## src/rtl/control_unit.sv

```systemverilog
// rtl/control_unit.sv - Hardwired fetch/execute sequencer for the 32-bit datapath.
// Decodes state and IR opcode into bus-source selects, register loads and ALU op.
module control_unit (
  input  logic        clk,
  input  logic        clr,
  input  logic [31:0] IR,
  input  logic        con_ff,
  input  logic        stop,
  output logic        PCout,
  output logic        ZHighout,
  output logic        ZLowout,
  output logic        MDRout,
  output logic        HIout,
  output logic        LOout,
  output logic        InPortout,
  output logic        Cout,
  output logic        MARin,
  output logic        MDRin,
  output logic        IRin,
  output logic        Yin,
  output logic        PCin,
  output logic        HIin,
  output logic        LOin,
  output logic        ZHighIn,
  output logic        ZLowIn,
  output logic        CONin,
  output logic        OutPortin,
  output logic        IncPC,
  output logic        Read,
  output logic        Write,
  output logic        GRA,
  output logic        GRB,
  output logic        GRC,
  output logic        R_in,
  output logic        R_out,
  output logic        Baout,
  output logic [4:0]  alu_op,
  output logic        run
);

  typedef enum logic [3:0] {
    S_RST, S_T0, S_T1, S_T2, S_T3, S_T4, S_T5, S_T6, S_T7, S_HALT
  } state_t;

  localparam logic [4:0] OP_LD   = 5'b00000;
  localparam logic [4:0] OP_LDI  = 5'b00001;
  localparam logic [4:0] OP_ST   = 5'b00010;
  localparam logic [4:0] OP_ADD  = 5'b00011;
  localparam logic [4:0] OP_SHL  = 5'b01011;
  localparam logic [4:0] OP_ADDI = 5'b01100;
  localparam logic [4:0] OP_ORI  = 5'b01110;
  localparam logic [4:0] OP_MUL  = 5'b01111;
  localparam logic [4:0] OP_DIV  = 5'b10000;
  localparam logic [4:0] OP_NEG  = 5'b10001;
  localparam logic [4:0] OP_NOT  = 5'b10010;
  localparam logic [4:0] OP_BR   = 5'b10011;
  localparam logic [4:0] OP_JR   = 5'b10100;
  localparam logic [4:0] OP_IN   = 5'b10110;
  localparam logic [4:0] OP_OUT  = 5'b10111;
  localparam logic [4:0] OP_MFHI = 5'b11000;
  localparam logic [4:0] OP_MFLO = 5'b11001;
  localparam logic [4:0] OP_HALT = 5'b11011;

  state_t     state, next_state;
  logic [4:0] op;
  logic       is_alu, is_unary, is_muldiv, is_imm, is_ldi, is_ld, is_st, is_br, is_halt;
  logic       unused_ir_bits;

  assign op             = IR[31:27];
  assign unused_ir_bits = ^IR[26:0];

  assign is_alu    = (op >= OP_ADD) && (op <= OP_SHL);
  assign is_unary  = (op == OP_NEG) || (op == OP_NOT);
  assign is_muldiv = (op == OP_MUL) || (op == OP_DIV);
  assign is_imm    = (op >= OP_ADDI) && (op <= OP_ORI);
  assign is_ldi    = (op == OP_LDI);
  assign is_ld     = (op == OP_LD);
  assign is_st     = (op == OP_ST);
  assign is_br     = (op == OP_BR);
  assign is_halt   = (op == OP_HALT);

  always_ff @(posedge clk) begin
    if (clr) state <= S_RST;
    else     state <= next_state;
  end

  always_comb begin
    next_state = S_RST;
    case (state)
      S_RST:  next_state = S_T0;
      S_T0:   next_state = stop ? S_HALT : S_T1;
      S_T1:   next_state = S_T2;
      S_T2:   next_state = S_T3;
      S_T3: begin
        if (is_halt)
          next_state = S_HALT;
        else if (is_alu || is_unary || is_muldiv || is_imm || is_ldi ||
                 is_ld || is_st || is_br)
          next_state = S_T4;
        else
          next_state = S_T0;
      end
      S_T4:   next_state = S_T5;
      S_T5:   next_state = (is_muldiv || is_br || is_ld || is_st) ? S_T6 : S_T0;
      S_T6:   next_state = (is_ld || is_st) ? S_T7 : S_T0;
      S_T7:   next_state = S_T0;
      S_HALT: next_state = S_HALT;
      default: next_state = S_RST;
    endcase
  end

  always_comb begin
    PCout = 1'b0; ZHighout = 1'b0; ZLowout = 1'b0; MDRout = 1'b0;
    HIout = 1'b0; LOout = 1'b0; InPortout = 1'b0; Cout = 1'b0;
    MARin = 1'b0; MDRin = 1'b0; IRin = 1'b0; Yin = 1'b0; PCin = 1'b0;
    HIin = 1'b0; LOin = 1'b0; ZHighIn = 1'b0; ZLowIn = 1'b0; CONin = 1'b0;
    OutPortin = 1'b0; IncPC = 1'b0; Read = 1'b0; Write = 1'b0;
    GRA = 1'b0; GRB = 1'b0; GRC = 1'b0; R_in = 1'b0; R_out = 1'b0; Baout = 1'b0;
    alu_op = OP_ADD;
    run    = 1'b1;
    case (state)
      S_RST: begin
        alu_op = 5'b00000;
        run    = 1'b0;
      end
      S_HALT: run = 1'b0;
      S_T0: begin PCout = 1'b1; MARin = 1'b1; IncPC = 1'b1; end
      S_T1: begin Read = 1'b1; MDRin = 1'b1; end
      S_T2: begin MDRout = 1'b1; IRin = 1'b1; end
      S_T3: begin
        if (is_alu || is_unary || is_muldiv || is_imm) begin
          GRB = 1'b1; R_out = 1'b1; Yin = 1'b1;
        end else if (is_ldi || is_ld || is_st) begin
          GRB = 1'b1; Baout = 1'b1; Yin = 1'b1;
        end else if (is_br) begin
          GRA = 1'b1; R_out = 1'b1; CONin = 1'b1;
        end else if (op == OP_JR) begin
          GRA = 1'b1; R_out = 1'b1; PCin = 1'b1;
        end else if (op == OP_IN) begin
          InPortout = 1'b1; GRA = 1'b1; R_in = 1'b1;
        end else if (op == OP_OUT) begin
          GRA = 1'b1; R_out = 1'b1; OutPortin = 1'b1;
        end else if (op == OP_MFHI) begin
          HIout = 1'b1; GRA = 1'b1; R_in = 1'b1;
        end else if (op == OP_MFLO) begin
          LOout = 1'b1; GRA = 1'b1; R_in = 1'b1;
        end
      end
      S_T4: begin
        if (is_alu || is_muldiv || is_unary) begin
          GRC = ~is_unary; GRB = is_unary; R_out = 1'b1;
          ZHighIn = 1'b1; ZLowIn = 1'b1; alu_op = op;
        end else if (is_imm) begin
          Cout = 1'b1; ZHighIn = 1'b1; ZLowIn = 1'b1; alu_op = op;
        end else if (is_ldi || is_ld || is_st) begin
          Cout = 1'b1; ZHighIn = 1'b1; ZLowIn = 1'b1;
        end else if (is_br) begin
          PCout = 1'b1; Yin = 1'b1;
        end
      end
      S_T5: begin
        if (is_alu || is_unary || is_imm || is_ldi) begin
          ZLowout = 1'b1; GRA = 1'b1; R_in = 1'b1;
        end else if (is_muldiv) begin
          ZLowout = 1'b1; LOin = 1'b1;
        end else if (is_ld || is_st) begin
          ZLowout = 1'b1; MARin = 1'b1;
        end else if (is_br) begin
          Cout = 1'b1; ZHighIn = 1'b1; ZLowIn = 1'b1;
        end
      end
      S_T6: begin
        if (is_muldiv) begin
          ZHighout = 1'b1; HIin = 1'b1;
        end else if (is_ld) begin
          Read = 1'b1; MDRin = 1'b1;
        end else if (is_st) begin
          GRA = 1'b1; R_out = 1'b1; MDRin = 1'b1;
        end else if (is_br) begin
          // The only condition-dependent strobe: branch taken loads PC from Z.
          ZLowout = 1'b1; PCin = con_ff;
        end
      end
      S_T7: begin
        if (is_ld) begin
          MDRout = 1'b1; GRA = 1'b1; R_in = 1'b1;
        end else if (is_st) begin
          Write = 1'b1;
        end
      end
      default: run = 1'b0;
    endcase
  end

endmodule

```

## config.mk

```make
export PLATFORM = sky130hd
export DESIGN_NAME = control_unit
export DESIGN_NICKNAME = d
export VERILOG_FILES = /design/src/rtl/control_unit.sv
export SDC_FILE = /design/constraint.sdc
export NUM_CORES = 1
export LEC_CHECK = 0
export ABC_AREA = 1
export CORE_MARGIN = 1
export CORE_UTILIZATION = 36
export CTS_CLUSTER_SIZE = 14
export DETAILED_ROUTE_END_ITERATION = 10
export HOLD_SLACK_MARGIN = 0.03
export PLACE_DENSITY = 0.86
export SYNTH_ARGS = -nofsm -noshare
export SYNTH_HDL_FRONTEND = slang
export SYNTH_SLANG_ARGS = --single-unit
```

## constraint.sdc

```tcl
create_clock -name clk -period 2.6 [get_ports clk]
set_input_delay 0.26 -clock clk [delete_from_list [all_inputs] [get_ports clk]]
set_output_delay 0.26 -clock clk [all_outputs]
set_load 0.02 [all_outputs]
```

==> run_results.csv <==
group,metric,value,unit
status,status,"completed",
synth,synth_commonest_cells,"37 x nand2_1, 31 x inv_1, 23 x nor2_1",
synth,synth_flop_cell,"dfxtp_1",
sta,hold_violations,0,
floorplanning,rows,17,
pwr,ir_worst_vdd,0.365,mV
grt,grt_remaining_overflow,0,
sta,period_share,95.9,%
setup_path,worst_setup_path_start_kind,"input pin",
pwr,seq_power_share,21.6,%
final_layout,regMostFlops,"state",
clocking,cts_root_buf,"clkbuf_4",
final_layout,fin_cells,249,
sta,setup_viol,0,
pwr,clkPwrFrac,22.1,%
floorplanning,dieArea,2700,µm²
final_layout,final_nets,259,
setup_path,path_max_fanout,5,
setup_path,crit_type,"input pin to primary output",
sta,period_needed,2.49,ns
setup_path,end_kind,"primary output",
synth,synth.top_cell.area_share,15.5,%
grt,grt_use_met1,31.9,%
synth,syn_inst,172,
detailed_routing,ant_nets,0,
setup_path,cpMaxStageDelayCell,"clkdlybuf4s50_1",
floorplanning,die_w,52.0,µm
pwr,p_leak,0.847,nW
grt,grt_pass1_vias,1092,
floorplanning,die_y,52.0,µm
worst_hold_path,hold_path_class,"register to register",
grt,gr-usage-all-layers,22.0,%
clocking,cts.htree.levels,1,
sta,relSlewSlack,79.0,%
pwr,power_density,228,nW/µm²
synth,synth_seq_area_share,8.91,%
synth,async_flop_share,0,%
clocking,clock_latency,0.22,ns
pwr,p_sw,0.134,mW
sta,tightest_slew,0.313,ns
setup_path,crit_chain,"clkdlybuf4s50_1 > nand2_2 > inv_1 > nand2_1 > nand2_2 > nor2_4 > nand2_2 > nor3_2 > clkdlybuf4s50_1",
final_layout,drive_gt1_share,17.2,%
floorplanning,start_util,39.5,%
sta,skew,0.00414,ns
setup_path,path_common_cell,"nand2_2",
placement,gp_congestion,0.918,
final_layout,area_growth_syn_to_layout,59.7,%
floorplanning,core-area,2280,µm²
final_layout,largest_reg_flops,4,
floorplanning,ios,70,
setup_path,arrival,2.23,ns
grt,grt_max_degree,14,
detailed_routing,first_pass_iters,4,
synth,synthTopCellsByArea,"nand2_1 15%, inv_1 13%, nor2_1 9.6%, dfxtp_1 8.9%, nand3_1 7.8%",
detailed_routing,drcViolationCount,0,
detailed_routing,wire_per_inst,11.0,µm
detailed_routing,vias,1222,
clocking,ctsHoldBuffers,0,
detailed_routing,drt_iter0_drc,37,
pwr,combPwrFrac,56.3,%
sta,rsz0062_at_grt,"false",
setup_path,cp_num_buf_inv,3,
placement,numPortBuffers,42,
setup_path,rrSetupSlack,1.26,ns
sta,holdWs,0.632,ns
placement,dp_hpwl,2270,µm
placement,pre_cts_ws,0.0175,ns
synth,synth_cell_types,24,
detailed_routing,drt-total-wl,2740,µm
detailed_routing,vias_per_cell,4.91,
final_layout,largestRegisters,"state: 4 flops",
synth,ys_warn_count,0,
clocking,clk_pin_slew,0.04,ns
synth,syn_nets,208,
run,cap_viol_max_count,0,
synth,synth_most_common_cell,"nand2_1",
grt,antenna_found_initial,0,
sta,setup_slack,0.106,ns
clocking,cts_made_buffers,3,
clocking,cts_tree,"yes",
grt,grt_first_pass_wirelength,4620,µm
sta,clock.fmax,401,MHz
sta,finalSetupTns,0,ns
synth,synth_top_cell_by_area,"nand2_1",
synth,syn_area,898,µm²
grt,grt-busiest-layer,"met2",
placement,dp_cells,245,
synth,synth_edf_count,0,
sta,report.final.slew_viol_count,0,
clocking,cts_buffer_depth,2,
grt,globalRouteMet2Util,36.5,%
setup_path,cp_top_family,"buffers and inverters",
pwr,netSwitchingFraction,41.2,%
clocking,clock_sink_count,4,
final_layout,n_antenna_cell,0,
grt,grtUsageMet3,0.877,%
synth,ys_ff_latch,4,
setup_path,crit_required,2.34,ns
synth,syn_area_per_cell,5.22,µm²
pwr,internal_power,0.192,mW
setup_path,cpPeakStageDelay,0.61,ns
## power by group through the flow
stage                     clock network [mW]  logic [mW]  registers, mW
after floorplan                            0       0.110         0.0703
after global placement                     0       0.182         0.0709
after detailed placement                   0       0.183         0.0714
after CTS                             0.0749       0.184         0.0704
after global routing                  0.0806       0.203         0.0709
final                                 0.0723       0.184         0.0705
## metrics by stage
step,utilization (%),cell area (µm²),total power [mW]
floorplan,-,898,0.180
global placement,60.4,1380,0.253
detailed placement,60.4,1380,0.255
CTS,61.4,1400,0.330
global route,63.1,1440,0.354
finish,63.1,1440,0.327
## layout by cell type, fill, tap and decap left out
cell type / Yosys / routed
a21oi_1: 2 / 2
a21oi_2: 1 / 1
a31oi_1: 1 / 1
buf_4: 2 / 8
clkbuf_4: 0 / 3
clkdlybuf4s50_1: 0 / 30
dfxtp_1: 4 / 4
dlymetal6s2s_1: 0 / 12
inv_1: 31 / 31
inv_2: 6 / 6
nand2_1: 37 / 37
nand2_2: 10 / 10
nand3_1: 14 / 14
nand3_2: 2 / 2
nand4_1: 5 / 5
nor2_1: 23 / 23
nor2_2: 1 / 1
nor2_4: 5 / 5
nor3_1: 7 / 7
nor3_2: 2 / 2
o211ai_1: 3 / 3
o21ai_0: 9 / 9
o21ai_1: 3 / 3
o31ai_1: 1 / 1
or2_1: 1 / 1
## cells by family (layout without fill, tap and decap cells)
group,Yosys count,count (layout),share of synthesized area (%)
AOI/OAI and AO/OA,20,20,12.8
DFF,4,4,8.91
and+or+nand+nor,107,107,59.3
buffers and inverters,41,90,18.9
## final cells by class
| type | count | area (µm²) |
|---|---|---|
| tap | 28 | 35.0 |
| fill | 221 | 841 |
| timing repair buffer | 50 | 510 |
| multi-input combinational | 127 | 648 |
| inverter | 37 | 139 |
| clock buffer | 3 | 22.5 |
| sequential | 4 | 80.1 |
## worst paths after layout
kind                 start        to  cells after the start
setup / recovery    IR[27]     HIout                      9
hold / removal    state[0]  state[0]                      1
setup reg to reg  state[3]  state[3]                      7
hold reg to reg   state[0]  state[0]                      1
## metal layers
layer	vias to the layer above	part of all wire [%]
met1	535	47
li1	641	-
met2	46	48
met3	0	5.9
met5	-	0
met4	0	0
## timing repair
item                                   4_1_cts  5_1_grt
setup buffers                                0        1
setup endpoints to repair                    0       16
gates resized for setup                      0       12
endpoints found under the hold margin        0        0
(Power assumes the default switching activity.)
==> RTL change 1 (same settings) <==
Re-encode `state_t` (10 states) as Gray code, 4 bits wide.
--- a/src/rtl/control_unit.sv
+++ b/src/rtl/control_unit.sv
@@ -39,7 +39,7 @@
 );
 
   typedef enum logic [3:0] {
-    S_RST, S_T0, S_T1, S_T2, S_T3, S_T4, S_T5, S_T6, S_T7, S_HALT
+    S_RST = 4'b0000, S_T0 = 4'b0001, S_T1 = 4'b0011, S_T2 = 4'b0010, S_T3 = 4'b0110, S_T4 = 4'b0111, S_T5 = 4'b0101, S_T6 = 4'b0100, S_T7 = 4'b1100, S_HALT = 4'b1101
   } state_t;
 
   localparam logic [4:0] OP_LD   = 5'b00000;
Formal check against the unedited RTL: no difference found for any inputs over 10 cycles, from zero or initial values; not proved beyond that.
==> RTL change 1 against the original RTL <==
- die area down 3.5%
- total power up 59%
- cell area down 1.7%
- first-iteration DRC count up 57%
- sequential cell count unchanged
- setup slack better by 0.055 ns
- synthesized area down 3.6%
- non-clock buffer count up 4
- clock skew down 0.0014 ns
- register-to-register slack worse by 0.20 ns
- global-route usage up 0.17 points
- wire length up 4.9%
- sequential power up 32%
- largest power group unchanged
==> RTL change 1: results (changes against the original RTL) <==
vias after detailed routing=1253 (+2.5%); Global Route Usage Sum=0.2222 (+0.001681); worst min-delay path category=in -> reg; distinct cell type count after synthesis=27 (+13%); Synth Flop Type=sky130_fd_sc_hd__dfxtp_1; net count after synthesis=197 (-5.3%); via count of the first global-routing pass=1040 (-4.8%); maximum VDD drop=0.3077 mV (-16%); antenna-violating nets left=0 (unchanged); measured slew at the worst slew-check pin=0.3569 ns (+0.04385 ns); standard cell area after detailed placement=1369 um2 (-0.46%); mux cell area share after synthesis=0 (unchanged); top cells by area, synth=sky130_fd_sc_hd__nand2_1 13%, sky130_fd_sc_hd__nor2_1 12%, sky130_fd_sc_hd__dfxtp_1 9.2%; number of input and output port buffers inserted=42 (unchanged); detailed-routing iteration count for the pre-antenna-repair pass=4 (unchanged); fraction of the mapped netlist area in compound gates=0.1445 (+0.01637); Detail Placement HPWL=2240 um (-1.2%); source-to-sink clock delay at the later pin of the worst-skew pair=0.25 ns (+0.03 ns); placed insts=237 (-3.3%); Avg Synthesized Cell Area=5.378 um2 (+3.0%); fraction of the mapped netlist area in adder cells=0 (unchanged); Inserted Clock Buffers=3 (unchanged); leading cell types by count after synthesis=31 x sky130_fd_sc_hd__nand2_1, 27 x sky130_fd_sc_hd__nor2_1, 19 x sky130_fd_sc_hd__inv_1; Top Registers=state: 4 flops; clk slew on worst S/H paths=0.04 ns (about the same); Vias per Instance=5.199 (+5.9%); sequential fraction of the synthesis area=0.09249 (+0.003349); final WL=2872 um (+4.9%); worst-path fanout max=5 (unchanged); Post-layout nets=251 (-3.1%); share of post-route cells with drive strength above 1=0.1972 (+0.02524); antenna diode count=0 (unchanged); async set-or-reset flop fraction in the synthesized netlist=0 (unchanged); skew final=0.002770 ns (-0.001369 ns); First DRT Iteration DRCs=58 (+57%); clock root buffer master=sky130_fd_sc_hd__clkbuf_4; maximum count of clock buffers along a single path=2 (unchanged); maximum number of pins on one net before global-route repair=11 (-3); count of H-tree levels built during CTS=1 (unchanged); number of antenna violations at the first check in global routing=0 (unchanged); total global routing overflow=0 (unchanged); Final GP Congestion=0.9044 (-1.5%); warnings from Yosys=0 (unchanged); static leakage power=0.7001 nW (-17%); first-pass GRT wire length=4409 um (-4.5%); crit path DAT=2.18 ns (-0.05 ns); post-synthesis xor/xnor area fraction=0 (unchanged); outcome=completed
==> RTL change 1: cell types whose count changed in the layout (fill, tap and decap cells not counted), sizes merged, moves of 4 or more <==
cell | before | now
inv | 37 | 25
nand2 | 47 | 36
dlymetal6s2s | 12 | 6
nor2 | 29 | 35
buf | 8 | 12
clkdlybuf4s50 | 30 | 34
==> RTL change 1: routing by layer <==
metal	track usage	wire length (um)	vias to the layer above
met5	0	0	-
met4	0.06944	71	0
met3	0.05060	268	8
met2	0.3421	1284	72
met1	0.3021	1247	543
li1	-	-	630
==> RTL change 1: worst paths after layout <==
check | from | end | slack (ns) | depth (start not counted)
max | IR[31] | InPortout | 0.16 | 8
min | IR[29] | state[1] | 0.62 | 4
max reg2reg | state[1] | state[2] | 1.06 | 7
min reg2reg | state[1] | state[1] | 0.68 | 2
==> RTL change 1: cell families after synthesis <==
| logic type | after synthesis |
|---|---|
| compound gates | 22 |
| buf+inv | 30 |
| simple gates | 105 |
| flops | 4 |
==> RTL change 1: what timing repair did <==
action / CTS / global route
pin swaps: 0 / 2
buffers inserted: 0 / 1
setup endpoints to repair: 2 / 12
resized for setup: 2 / 6
==> RTL change 1: where the power goes <==
part	switching, mW	total [mW]	internal [mW]
sequential	0.0209	0.0934	0.0725
clock	0.0305	0.0825	0.0520
combinational	0.201	0.343	0.142
==> RTL change 1: stage by stage <==
step           total power [mW]  setup WS, ns
4_1_cts                  0.5202      0.003680
2_1_floorplan            0.3006        0.7800
3_5_place_dp             0.4352      -0.03465
6_report                 0.5189        0.1610
3_3_place_gp             0.4296       0.01829
5_1_grt                  0.5598       0.03912
==> RTL change 1: worst max-delay path, stage by stage <==
cell                              delay [ns]
sky130_fd_sc_hd__clkdlybuf4s50_1        0.56
sky130_fd_sc_hd__inv_1                  0.10
sky130_fd_sc_hd__nand2_1                0.10
sky130_fd_sc_hd__a21oi_2                0.06
sky130_fd_sc_hd__nor2_4                 0.14
sky130_fd_sc_hd__nand3_2                0.14
sky130_fd_sc_hd__nor3b_2                0.19
sky130_fd_sc_hd__clkdlybuf4s50_1        0.63
==> RTL change 1: cell type report <==
cell class              instances  area (um2)
fillers                       212       822.0
multi-input cells             127       656.9
repair buffers                 54       523.0
inverters                      25       93.84
flip-flops and latches          4       80.08
well taps                      28       35.03
clock buffers                   3       22.52
==> RTL change 2 (config.mk and constraints unchanged) <==
Made on the original files. Register the inputs `clr`, `IR`, `con_ff` and `stop` before use, without a reset. The logic sees them one clock later.
--- a/src/rtl/control_unit.sv
+++ b/src/rtl/control_unit.sv
@@ -61,13 +61,25 @@
   localparam logic [4:0] OP_MFLO = 5'b11001;
   localparam logic [4:0] OP_HALT = 5'b11011;
 
+  logic clr_q;
+  logic [31:0] IR_q;
+  logic con_ff_q;
+  logic stop_q;
+
+  always_ff @(posedge clk) begin
+    clr_q    <= clr;
+    IR_q     <= IR;
+    con_ff_q <= con_ff;
+    stop_q   <= stop;
+  end
+
   state_t     state, next_state;
   logic [4:0] op;
   logic       is_alu, is_unary, is_muldiv, is_imm, is_ldi, is_ld, is_st, is_br, is_halt;
   logic       unused_ir_bits;
 
-  assign op             = IR[31:27];
-  assign unused_ir_bits = ^IR[26:0];
+  assign op             = IR_q[31:27];
+  assign unused_ir_bits = ^IR_q[26:0];
 
   assign is_alu    = (op >= OP_ADD) && (op <= OP_SHL);
   assign is_unary  = (op == OP_NEG) || (op == OP_NOT);
@@ -80,7 +92,7 @@
   assign is_halt   = (op == OP_HALT);
 
   always_ff @(posedge clk) begin
-    if (clr) state <= S_RST;
+    if (clr_q) state <= S_RST;
     else     state <= next_state;
   end
 
@@ -88,7 +100,7 @@
     next_state = S_RST;
     case (state)
       S_RST:  next_state = S_T0;
-      S_T0:   next_state = stop ? S_HALT : S_T1;
+      S_T0:   next_state = stop_q ? S_HALT : S_T1;
       S_T1:   next_state = S_T2;
       S_T2:   next_state = S_T3;
       S_T3: begin
@@ -178,7 +190,7 @@
           GRA = 1'b1; R_out = 1'b1; MDRin = 1'b1;
         end else if (is_br) begin
           // The only condition-dependent strobe: branch taken loads PC from Z.
-          ZLowout = 1'b1; PCin = con_ff;
+          ZLowout = 1'b1; PCin = con_ff_q;
         end
       end
       S_T7: begin
Check against the original RTL: not equivalent (a bounded check fails within 4 cycles, from zero or initial values).
==> RTL change 2 against the original RTL <==
- sequential cell count grew 8
- highest routed layer unchanged
- cell area up 0.26%
- synthesized area is 7.1% higher
- cell count decreased by 2.4%
- clock power grew 94%
- global-route usage decreased by 1.3 points
- fmax is 4.0% higher
- non-clock buffer count shrank 7
- die area is 6.8% higher
- setup slack gained 0.097 ns
- total power increased by 54%
- wire length down 3.2%
==> RTL change 2: results (changes against the original RTL) <==
clk slew on worst S/H paths=0.07 ns (+0.03 ns); met1 layer usage reported by global route=0.2978 (-0.02109); outcome=completed; startpoint of the tightest hold check path=stop; via count of the first global-routing pass=1031 (-5.6%); distinct cell type count after synthesis=20 (-17%); Post-layout nets=250 (-3.5%); Top Registers=IR_q: 5 flops, state: 4 flops; source of the critical timing path=IR_q[29]; final WL=2650 um (-3.2%); skew final=0.004849 ns (+0.0007093 ns); routed length on met3=223 um (+39%); global routing met2 resource utilization=0.3251 (-0.04028); net count after synthesis=206 (-0.96%); sequential fraction of the synthesis area=0.2497 (+0.1605); Clk network pwr share=0.279 (+0.058); crit path DAT=2.14 ns (-0.09 ns); leading cell types by count after synthesis=52 x sky130_fd_sc_hd__nand2_1, 27 x sky130_fd_sc_hd__nor2_1, 23 x sky130_fd_sc_hd__inv_1; share of post-route cells with drive strength above 1=0.1033 (-0.06866); maximum VDD drop=0.3622 mV (-0.69%); Final GP Congestion=0.9231 (+0.56%); Largest delay share family, worst path=simple AND/OR/NAND/NOR gates; combinational logic power=153 uW (-17%); final count of pins violating max slew=0 (unchanged); source-to-sink clock delay at the later pin of the worst-skew pair=0.26 ns (+0.04 ns); fraction of the mapped netlist area in compound gates=0.08322 (-0.04491); max incr delay on CP=0.61 ns (about the same); First DRT Iteration DRCs=28 (-24%); Global Route Usage Sum=0.2074 (-0.01309); final worst hold slack=0.4364 ns (-0.1958 ns); first-pass GRT wire length=4436 um (-3.9%); worst-path fanout max=6 (+1); async set-or-reset flop fraction in the synthesized netlist=0 (unchanged); Detail Placement HPWL=2192 um (-3.3%); top cells by area, synth=sky130_fd_sc_hd__dfxtp_1 25%, sky130_fd_sc_hd__nand2_1 20%, sky130_fd_sc_hd__nor2_1 11%; static leakage power=0.6967 nW (-18%); vias after detailed routing=1191 (-2.5%); met3 Usage GRT=0.01695 (+0.008177); worst min-delay path category=in -> reg; Max-slew headroom=0.7443 (-0.04587); met2 wirelength from detailed routing=1159 um (-11%); Internal Dissipation=347.0 uW (+81%); warnings from Yosys=0 (unchanged); WL met1=1267 um (-0.63%); register-to-register path setup slack=1.23 ns (-0.03 ns); post-synthesis xor/xnor area fraction=0 (unchanged)
## RTL change 2: cell count changes in the layout (fill, tap and decap cells not counted), moves of 3 or more
cell                              delta
sky130_fd_sc_hd__dlymetal6s2s_1     -12
sky130_fd_sc_hd__inv_1               -9
sky130_fd_sc_hd__clkdlybuf4s50_1    +12
sky130_fd_sc_hd__nand2_2             -5
sky130_fd_sc_hd__nor2_1              +3
sky130_fd_sc_hd__nand2_1            +15
sky130_fd_sc_hd__nor3_1              -4
sky130_fd_sc_hd__buf_4               -7
sky130_fd_sc_hd__inv_2               -5
sky130_fd_sc_hd__nor2_4              -3
sky130_fd_sc_hd__dfxtp_1             +7
sky130_fd_sc_hd__a21oi_1             +4
sky130_fd_sc_hd__o21ai_1             -3
## RTL change 2: stage by stage
stage,cells,util,setup slack [ns],power [mW],instance area (um2)
6_report,243,0.5756,0.2026,0.5030,1439
2_1_floorplan,170,-,0.8797,0.3038,962.2
5_1_grt,243,0.5756,0.02957,0.5374,1439
4_1_cts,243,0.5721,0.1582,0.5060,1430
3_3_place_gp,239,0.5576,0.4520,0.3638,1394
3_5_place_dp,239,0.5576,0.4520,0.3653,1394
## RTL change 2: path summary, 6_finish.rpt
kind | cells after the start | to
max | 7 | R_in
min | 1 | stop_q
max reg2reg | 9 | state[3]
min reg2reg | 1 | state[2]
## RTL change 2: what timing repair did
action | 4_1_cts | 5_1_grt
setup endpoints to repair | 0 | 7
endpoints found under the hold margin | 0 | 0
resized for setup | 0 | 4
## RTL change 2: final cells by class
type,instances,area (um2)
fill,246,1061
multi-input combinational,131,609.3
timing repair buffer,43,427.9
sequential,12,241.5
inverter,23,86.33
tap,30,37.54
clock buffer,4,36.28
